$ cat src/rtl/i2c_target.sv
// rtl/i2c_target.sv - single-address I2C target with input glitch filter and SCL stretching
// Lines are open-drain enables: 1 releases the wire, 0 pulls it low.
module i2c_target #(
  parameter logic [6:0] Address       = 7'h50,
  parameter int         Filter_Cycles = 4
) (
  input  logic       ipClk,
  input  logic       ipReset,
  input  logic       ipSClk,
  input  logic       ipData,
  output logic       opSClk,
  output logic       opData,
  output logic       opSelected,
  output logic       opR_nW,
  output logic [7:0] opRxData,
  output logic       opRxValid,
  input  logic       ipAck,
  output logic       opTxRequest,
  input  logic [7:0] ipTxData,
  input  logic       ipTxValid,
  output logic       opStop
);
  localparam int CntW = (Filter_Cycles > 1) ? $clog2(Filter_Cycles) : 1;

  typedef enum logic [2:0] {
    sIdle, sAddress, sAddrAck, sRxData, sRxAck, sTxLoad, sTxData, sTxAck
  } tState;

  tState state, nextState;

  // index 0 = SCL, index 1 = SDA
  logic [1:0]      lineMeta, lineSync, lineFilt, linePrev;
  logic [CntW-1:0] filtCnt [2];

  logic       sclRise, sclFall, startEvt, stopEvt;
  logic [2:0] bitCnt;
  logic       byteFull;
  logic [7:0] shiftReg;
  logic [6:0] txShift;
  logic       ackGiven, masterAck;
  logic       shifting, addrMatch;

  always_ff @(posedge ipClk or posedge ipReset) begin
    if (ipReset) begin
      lineMeta   <= 2'b11;
      lineSync   <= 2'b11;
      lineFilt   <= 2'b11;
      linePrev   <= 2'b11;
      filtCnt[0] <= '0;
      filtCnt[1] <= '0;
    end else begin
      lineMeta <= {ipData, ipSClk};
      lineSync <= lineMeta;
      linePrev <= lineFilt;
      // a level only moves after Filter_Cycles consecutive disagreeing samples
      for (int i = 0; i < 2; i++) begin
        if (lineSync[i] == lineFilt[i]) begin
          filtCnt[i] <= '0;
        end else if (filtCnt[i] == CntW'(Filter_Cycles - 1)) begin
          lineFilt[i] <= lineSync[i];
          filtCnt[i]  <= '0;
        end else begin
          filtCnt[i] <= filtCnt[i] + CntW'(1);
        end
      end
    end
  end

  assign sclRise   = lineFilt[0] & ~linePrev[0];
  assign sclFall   = ~lineFilt[0] & linePrev[0];
  assign startEvt  = linePrev[1] & ~lineFilt[1] & lineFilt[0] & linePrev[0];
  assign stopEvt   = ~linePrev[1] & lineFilt[1] & lineFilt[0] & linePrev[0];
  assign shifting  = (state == sAddress) || (state == sRxData) || (state == sTxData);
  assign addrMatch = (shiftReg[7:1] == Address);

  always_ff @(posedge ipClk or posedge ipReset) begin
    if (ipReset) begin
      state <= sIdle;
    end else begin
      state <= nextState;
    end
  end

  always_comb begin
    nextState = state;
    if (startEvt) begin
      nextState = sAddress;
    end else if (stopEvt) begin
      nextState = sIdle;
    end else begin
      case (state)
        sAddress: if (sclFall && byteFull) nextState = addrMatch ? sAddrAck : sIdle;
        sAddrAck: if (sclFall) nextState = opR_nW ? sTxLoad : sRxData;
        sRxData:  if (sclFall && byteFull) nextState = sRxAck;
        sRxAck:   if (sclFall) nextState = ackGiven ? sRxData : sIdle;
        sTxLoad:  if (ipTxValid) nextState = sTxData;
        sTxData:  if (sclFall && byteFull) nextState = sTxAck;
        sTxAck:   if (sclFall) nextState = masterAck ? sTxLoad : sIdle;
        default:  nextState = state;
      endcase
    end
  end

  always_comb begin
    opSClk      = 1'b1;
    opTxRequest = 1'b0;
    opStop      = stopEvt;
    if (state == sTxLoad) opSClk = 1'b0;
    if ((nextState == sTxLoad) && (state != sTxLoad)) opTxRequest = 1'b1;
  end

  always_ff @(posedge ipClk or posedge ipReset) begin
    if (ipReset) begin
      opData     <= 1'b1;
      opSelected <= 1'b0;
      opR_nW     <= 1'b0;
      opRxData   <= 8'h00;
      opRxValid  <= 1'b0;
      bitCnt     <= 3'd0;
      byteFull   <= 1'b0;
      shiftReg   <= 8'h00;
      txShift    <= 7'h00;
      ackGiven   <= 1'b0;
      masterAck  <= 1'b0;
    end else begin
      opRxValid <= 1'b0;
      if (startEvt || stopEvt) begin
        opData     <= 1'b1;
        opSelected <= 1'b0;
        bitCnt     <= 3'd0;
        byteFull   <= 1'b0;
      end else begin
        if (sclRise) begin
          shiftReg <= {shiftReg[6:0], lineFilt[1]};
          if (shifting) begin
            bitCnt <= bitCnt + 3'd1;
            if (bitCnt == 3'd7) byteFull <= 1'b1;
          end
          if (state == sTxAck) masterAck <= ~lineFilt[1];
        end
        // local logic answers in the cycle opRxValid is shown; SCL is still low
        if (opRxValid) begin
          opData   <= ~ipAck;
          ackGiven <= ipAck;
        end
        case (state)
          sAddress: if (sclFall && byteFull) begin
            byteFull <= 1'b0;
            if (addrMatch) begin
              opData <= 1'b0;
              opR_nW <= shiftReg[0];
            end
          end
          sAddrAck: if (sclFall) begin
            opSelected <= 1'b1;
            opData     <= 1'b1;
          end
          sRxData: if (sclFall && byteFull) begin
            byteFull  <= 1'b0;
            opRxData  <= shiftReg;
            opRxValid <= 1'b1;
          end
          sRxAck: if (sclFall) opData <= 1'b1;
          sTxLoad: if (ipTxValid) begin
            txShift <= ipTxData[6:0];
            opData  <= ipTxData[7];
          end
          sTxData: if (sclFall) begin
            if (byteFull) begin
              byteFull <= 1'b0;
              opData   <= 1'b1;
            end else begin
              txShift <= {txShift[5:0], 1'b0};
              opData  <= txShift[6];
            end
          end
          default: ;
        endcase
      end
    end
  end

endmodule

$ cat config.mk
export PLATFORM = sky130hd
export DESIGN_NAME = i2c_target
export DESIGN_NICKNAME = d
export VERILOG_FILES = /design/src/rtl/i2c_target.sv
export SDC_FILE = /design/constraint.sdc
export NUM_CORES = 1
export LEC_CHECK = 0
export BUFFER_PORTS_ARGS = -buffer_cell sky130_fd_sc_hd__buf_2
export CAP_MARGIN = 10
export CORE_ASPECT_RATIO = 0.8
export CORE_MARGIN = 2
export CORE_UTILIZATION = 40
export DETAILED_ROUTE_END_ITERATION = 7
export GPL_ROUTABILITY_DRIVEN = 0
export PLACE_DENSITY = 0.57
export SYNTH_ARGS = -nofsm -noshare
export SYNTH_HDL_FRONTEND = slang
export SYNTH_SLANG_ARGS = --single-unit
$ cat constraint.sdc
create_clock -name ipClk -period 2.9 [get_ports ipClk]
set_input_delay 0.87 -clock ipClk [delete_from_list [all_inputs] [get_ports ipClk]]
set_output_delay 0.87 -clock ipClk [all_outputs]
set_load 0.02 [all_outputs]
==> impl_results.rst <==
.. list-table::
   :header-rows: 1

   * - Metric
     - Value
   * - Most frequently used flop master after synthesis
     - sky130_fd_sc_hd__dfrtp_1
   * - Outcome
     - finished, final reports clean
   * - Worst setup slack for register-to-register paths
     - 720 ps
   * - Transition time at the pin with the least slew margin
     - about 600 ps
   * - Critical path startpoint category
     - flop
   * - Dominant combinational cell family by area after synthesis
     - simple AND/OR/NAND/NOR gates
   * - Diode insertion count for antenna repair
     - 0
   * - Max rail drop VDD
     - just under 0.4 mV
   * - Fraction of the yosys area taken by sequential cells
     - 0.530
   * - Post-synth ARST share
     - 1.00
   * - Tightest Hold Check Type
     - reg -> reg
   * - Number of buffers inserted by port buffering
     - 28
   * - Area of the mapped netlist
     - about 0.0023 mm^2
   * - Instance count of the mapped netlist
     - roughly 200
   * - Share of the synthesized netlist area taken by xor and xnor gates
     - 0.0115
   * - Final Hold Violating Endpoints
     - 0
   * - Setup TNS
     - 0 ps
   * - Worst Path Class, Setup
     - reg -> out
   * - Post-layout worst setup margin
     - 20.3 ps
   * - Clock latency of the later-clocked register in the worst-skew pair
     - 290 ps
   * - Worst slack after detailed placement
     - 104 ps
   * - Number of detailed-routing iterations run before antenna repair
     - 4
   * - Die area
     - 0.00634 mm^2
   * - Floorplan die height
     - 71.6 um
   * - Cell chosen for the clock root
     - sky130_fd_sc_hd__clkbuf_8
   * - Final Core Density
     - 0.501
   * - Total DRC errors in the routed layout
     - 0
   * - Count of cell types in the netlist
     - 43
   * - Die W
     - a little under 90 um
   * - Global-route congestion overflow total
     - 0
   * - Crit share post-route
     - 0.993
   * - GRT Overall Usage
     - 0.156
   * - Vias post-DR
     - 1617
   * - Number of top-level pins
     - 29
   * - Effective utilization at floorplan
     - 0.416
   * - Most common cell after layout, fill and taps aside
     - sky130_fd_sc_hd__dfrtp_1
   * - Core area
     - 0.00550 mm^2
   * - Final HPWL from detailed placement
     - 3.06 mm
   * - Clock tree from TritonCTS
     - built
   * - Number of global-route vias before repair
     - 1514
   * - Number of max-cap violations
     - 0
   * - Row count
     - 24
   * - Hold WS
     - 359 ps
   * - Largest clock skew in the final design
     - 5.94 ps
   * - Number of clock sinks seen by CTS
     - 48
   * - Total of hold buffers inserted after clock tree synthesis
     - 0
   * - Achievable clock frequency
     - ~350 MHz
   * - Number of buffers on the longest clock path
     - 2
   * - H-tree levels
     - 2
   * - Max FO, Critical Path
     - 13
   * - Clock Pin Slew Worst Setup and Hold Paths
     - 90 ps
   * - Via density per instance
     - 5.05
   * - Cts bufs inserted
     - 5
   * - Relative max-transition margin
     - 0.603
   * - Share of cells above drive strength 1
     - 0.430
   * - First-pass GRT wire length
     - between 7 and 8 mm
   * - Flop and latch count out of synthesis
     - 48
   * - Most frequent cells in the layout
     - sky130_fd_sc_hd__dfrtp_1 (37), sky130_fd_sc_hd__buf_2 (27), sky130_fd_sc_hd__mux2_2 (20)
   * - Average instance area after synthesis
     - 11.4 um^2
   * - Static power due to leakage
     - between 1 and 1.5 nW
   * - Complex-gate fraction of the synthesized area
     - 0.0969
   * - Routed wirelength normalized by instance count
     - 13.9 um
   * - Routed wire length
     - approximately 4.4 mm
   * - Final #Nets
     - 259
   * - Synth-to-Final Area Change
     - 20.4%
   * - Overall power after layout
     - 2.14 mW
   * - Final number of max-transition violations
     - 0
   * - Synthesized net count
     - 219
   * - Total setup violations reported at the end of the flow
     - 0
   * - Post-synthesis adder-cell area fraction
     - 0.0219
   * - Crit path arrival time
     - 2010 ps
   * - Min cycle time layout
     - 2880 ps
   * - Warning count from the yosys run
     - 0
   * - Antenna violations before repair
     - 0
   * - Number of flops mapped to enable cells by yosys
     - 0
   * - 1st-iter DRT viols
     - 87
   * - Post-synthesis simple-gate area fraction
     - 0.169
   * - Setup repair after global routing missed its margin
     - true
   * - Power Dens Cells
     - 779 mW/mm^2
   * - Worst path required time
     - 2030 ps
   * - Count of antenna-violating nets left after detailed routing
     - 0
   * - Fraction of synthesized area in multiplexers
     - 0.129
   * - Pin count of the biggest net entering global routing
     - a little under 50
   * - Nature of the critical path endpoint
     - output port
[critical path, cell delays in order, from the launching register on]
cell                       delay [ps]
sky130_fd_sc_hd__dfstp_2          720
sky130_fd_sc_hd__nand2b_4         250
sky130_fd_sc_hd__nor4b_2           60
sky130_fd_sc_hd__a211oi_1         290
sky130_fd_sc_hd__nor3_2            80
sky130_fd_sc_hd__o2111a_1         180
sky130_fd_sc_hd__buf_6            140
[final cells by class]
class	instances	area (um^2)
flip-flops and latches	48	1210
multi-input cells	135	1030
clock inverters	2	15.0
inverters	6	22.5
fillers	514	2740
repair buffers	45	290
well taps	78	97.6
clock buffers	6	82.6
[repair_timing]
| item | 4_1_cts | 5_1_grt |
|---|---|---|
| resized for setup | 13 | 5 |
| endpoints found under the setup margin | 1 | 1 |
| setup buffers | 9 | 0 |
| pin swaps | 3 | 3 |
[report_power, final]
group | switching [mW] | internal (mW)
Combinational | 0.338 | 0.381
Sequential | 0.162 | 0.848
Clock | 0.221 | 0.193
Total | 0.722 | 1.42
[sequential cells by signal, summed over array words and instances, names as in the netlist]
name        flops
opRxData        8
txShift         7
opSelected      1
byteFull        1
ackGiven        1
lineSync        2
lineMeta        2
opR_nW          1
filtCnt         4
linePrev        2
opRxValid       1
opData          1
masterAck       1
bitCnt          3
shiftReg        8
state           3
lineFilt        2
[worst paths after layout]
path                                         start                       to  depth (start not counted)
max in group asynchronous                  ipReset       state[0]$_DFF_PP0_                          3
setup reg to reg                state[2]$_DFF_PP0_   txShift[0]$_DFFE_PP0P_                          7
hold / removal               lineMeta[0]$_DFF_PP1_    lineSync[0]$_DFF_PP1_                          0
setup / recovery           lineFilt[0]$_DFFE_PP1P_              opTxRequest                          6
min in group asynchronous                  ipReset  opRxData[2]$_DFFE_PP0P_                          3
hold reg to reg              lineMeta[0]$_DFF_PP1_    lineSync[0]$_DFF_PP1_                          0
[cells by family after synthesis]
logic type,count (synthesis)
buffers and inverters,18
flip-flops,48
XOR/XNOR,3
multiplexers,27
adder cells (fa/ha/maj),4
AO/OA/AOI/OAI,34
AND/OR/NAND/NOR,67
[cell usage after synthesis, types with 2 or more instances]
| cell | number | area [um^2] |
|---|---|---|
| sky130_fd_sc_hd__mux2_2 | 20 | 225 |
| sky130_fd_sc_hd__a31oi_1 | 2 | 12.5 |
| sky130_fd_sc_hd__nor2_1 | 11 | 41.3 |
| sky130_fd_sc_hd__nand4_1 | 2 | 12.5 |
| sky130_fd_sc_hd__nand2_1 | 12 | 45.0 |
| sky130_fd_sc_hd__dfstp_2 | 9 | 236 |
| sky130_fd_sc_hd__nand3_1 | 6 | 30.0 |
| sky130_fd_sc_hd__ha_1 | 4 | 50.1 |
| sky130_fd_sc_hd__dfrtp_1 | 39 | 976 |
| sky130_fd_sc_hd__nand2b_1 | 2 | 12.5 |
| sky130_fd_sc_hd__clkbuf_1 | 6 | 22.5 |
| sky130_fd_sc_hd__or2_2 | 2 | 12.5 |
| sky130_fd_sc_hd__o21ai_0 | 10 | 50.1 |
| sky130_fd_sc_hd__buf_6 | 3 | 33.8 |
| sky130_fd_sc_hd__nor3_1 | 7 | 35.0 |
| sky130_fd_sc_hd__inv_1 | 6 | 22.5 |
| sky130_fd_sc_hd__mux2i_1 | 7 | 70.1 |
| sky130_fd_sc_hd__a21oi_1 | 9 | 45.0 |
| sky130_fd_sc_hd__nor2b_1 | 5 | 31.3 |
| sky130_fd_sc_hd__nor2_2 | 3 | 18.8 |
| sky130_fd_sc_hd__nor3b_1 | 4 | 30.0 |
| sky130_fd_sc_hd__and3b_1 | 2 | 17.5 |
| sky130_fd_sc_hd__a21oi_2 | 3 | 26.3 |
| sky130_fd_sc_hd__xnor2_1 | 2 | 17.5 |
| sky130_fd_sc_hd__nor4b_1 | 2 | 17.5 |
| sky130_fd_sc_hd__o211ai_1 | 2 | 15.0 |
| sky130_fd_sc_hd__buf_2 | 3 | 15.0 |
| sky130_fd_sc_hd__nand3b_1 | 3 | 22.5 |
[routing by layer]
| layer | vias up | track usage | wire (um) |
|---|---|---|---|
| li1 | 794 | - | - |
| met3 | 7 | 0.0357 | 197 |
| met2 | 35 | 0.209 | 1920 |
| met5 | - | 0 | 0 |
| met4 | 0 | 0.0505 | 62 |
| met1 | 781 | 0.247 | 2260 |
[stage by stage]
| stage | instances | cell area [um^2] |
|---|---|---|
| after detailed placement | 303 | 2510 |
| after global routing | 320 | 2750 |
| after global placement | 303 | 2510 |
| after CTS | 320 | 2740 |
| after floorplan | 201 | 2290 |
| final | 320 | 2750 |
(Power assumes the default switching activity.)
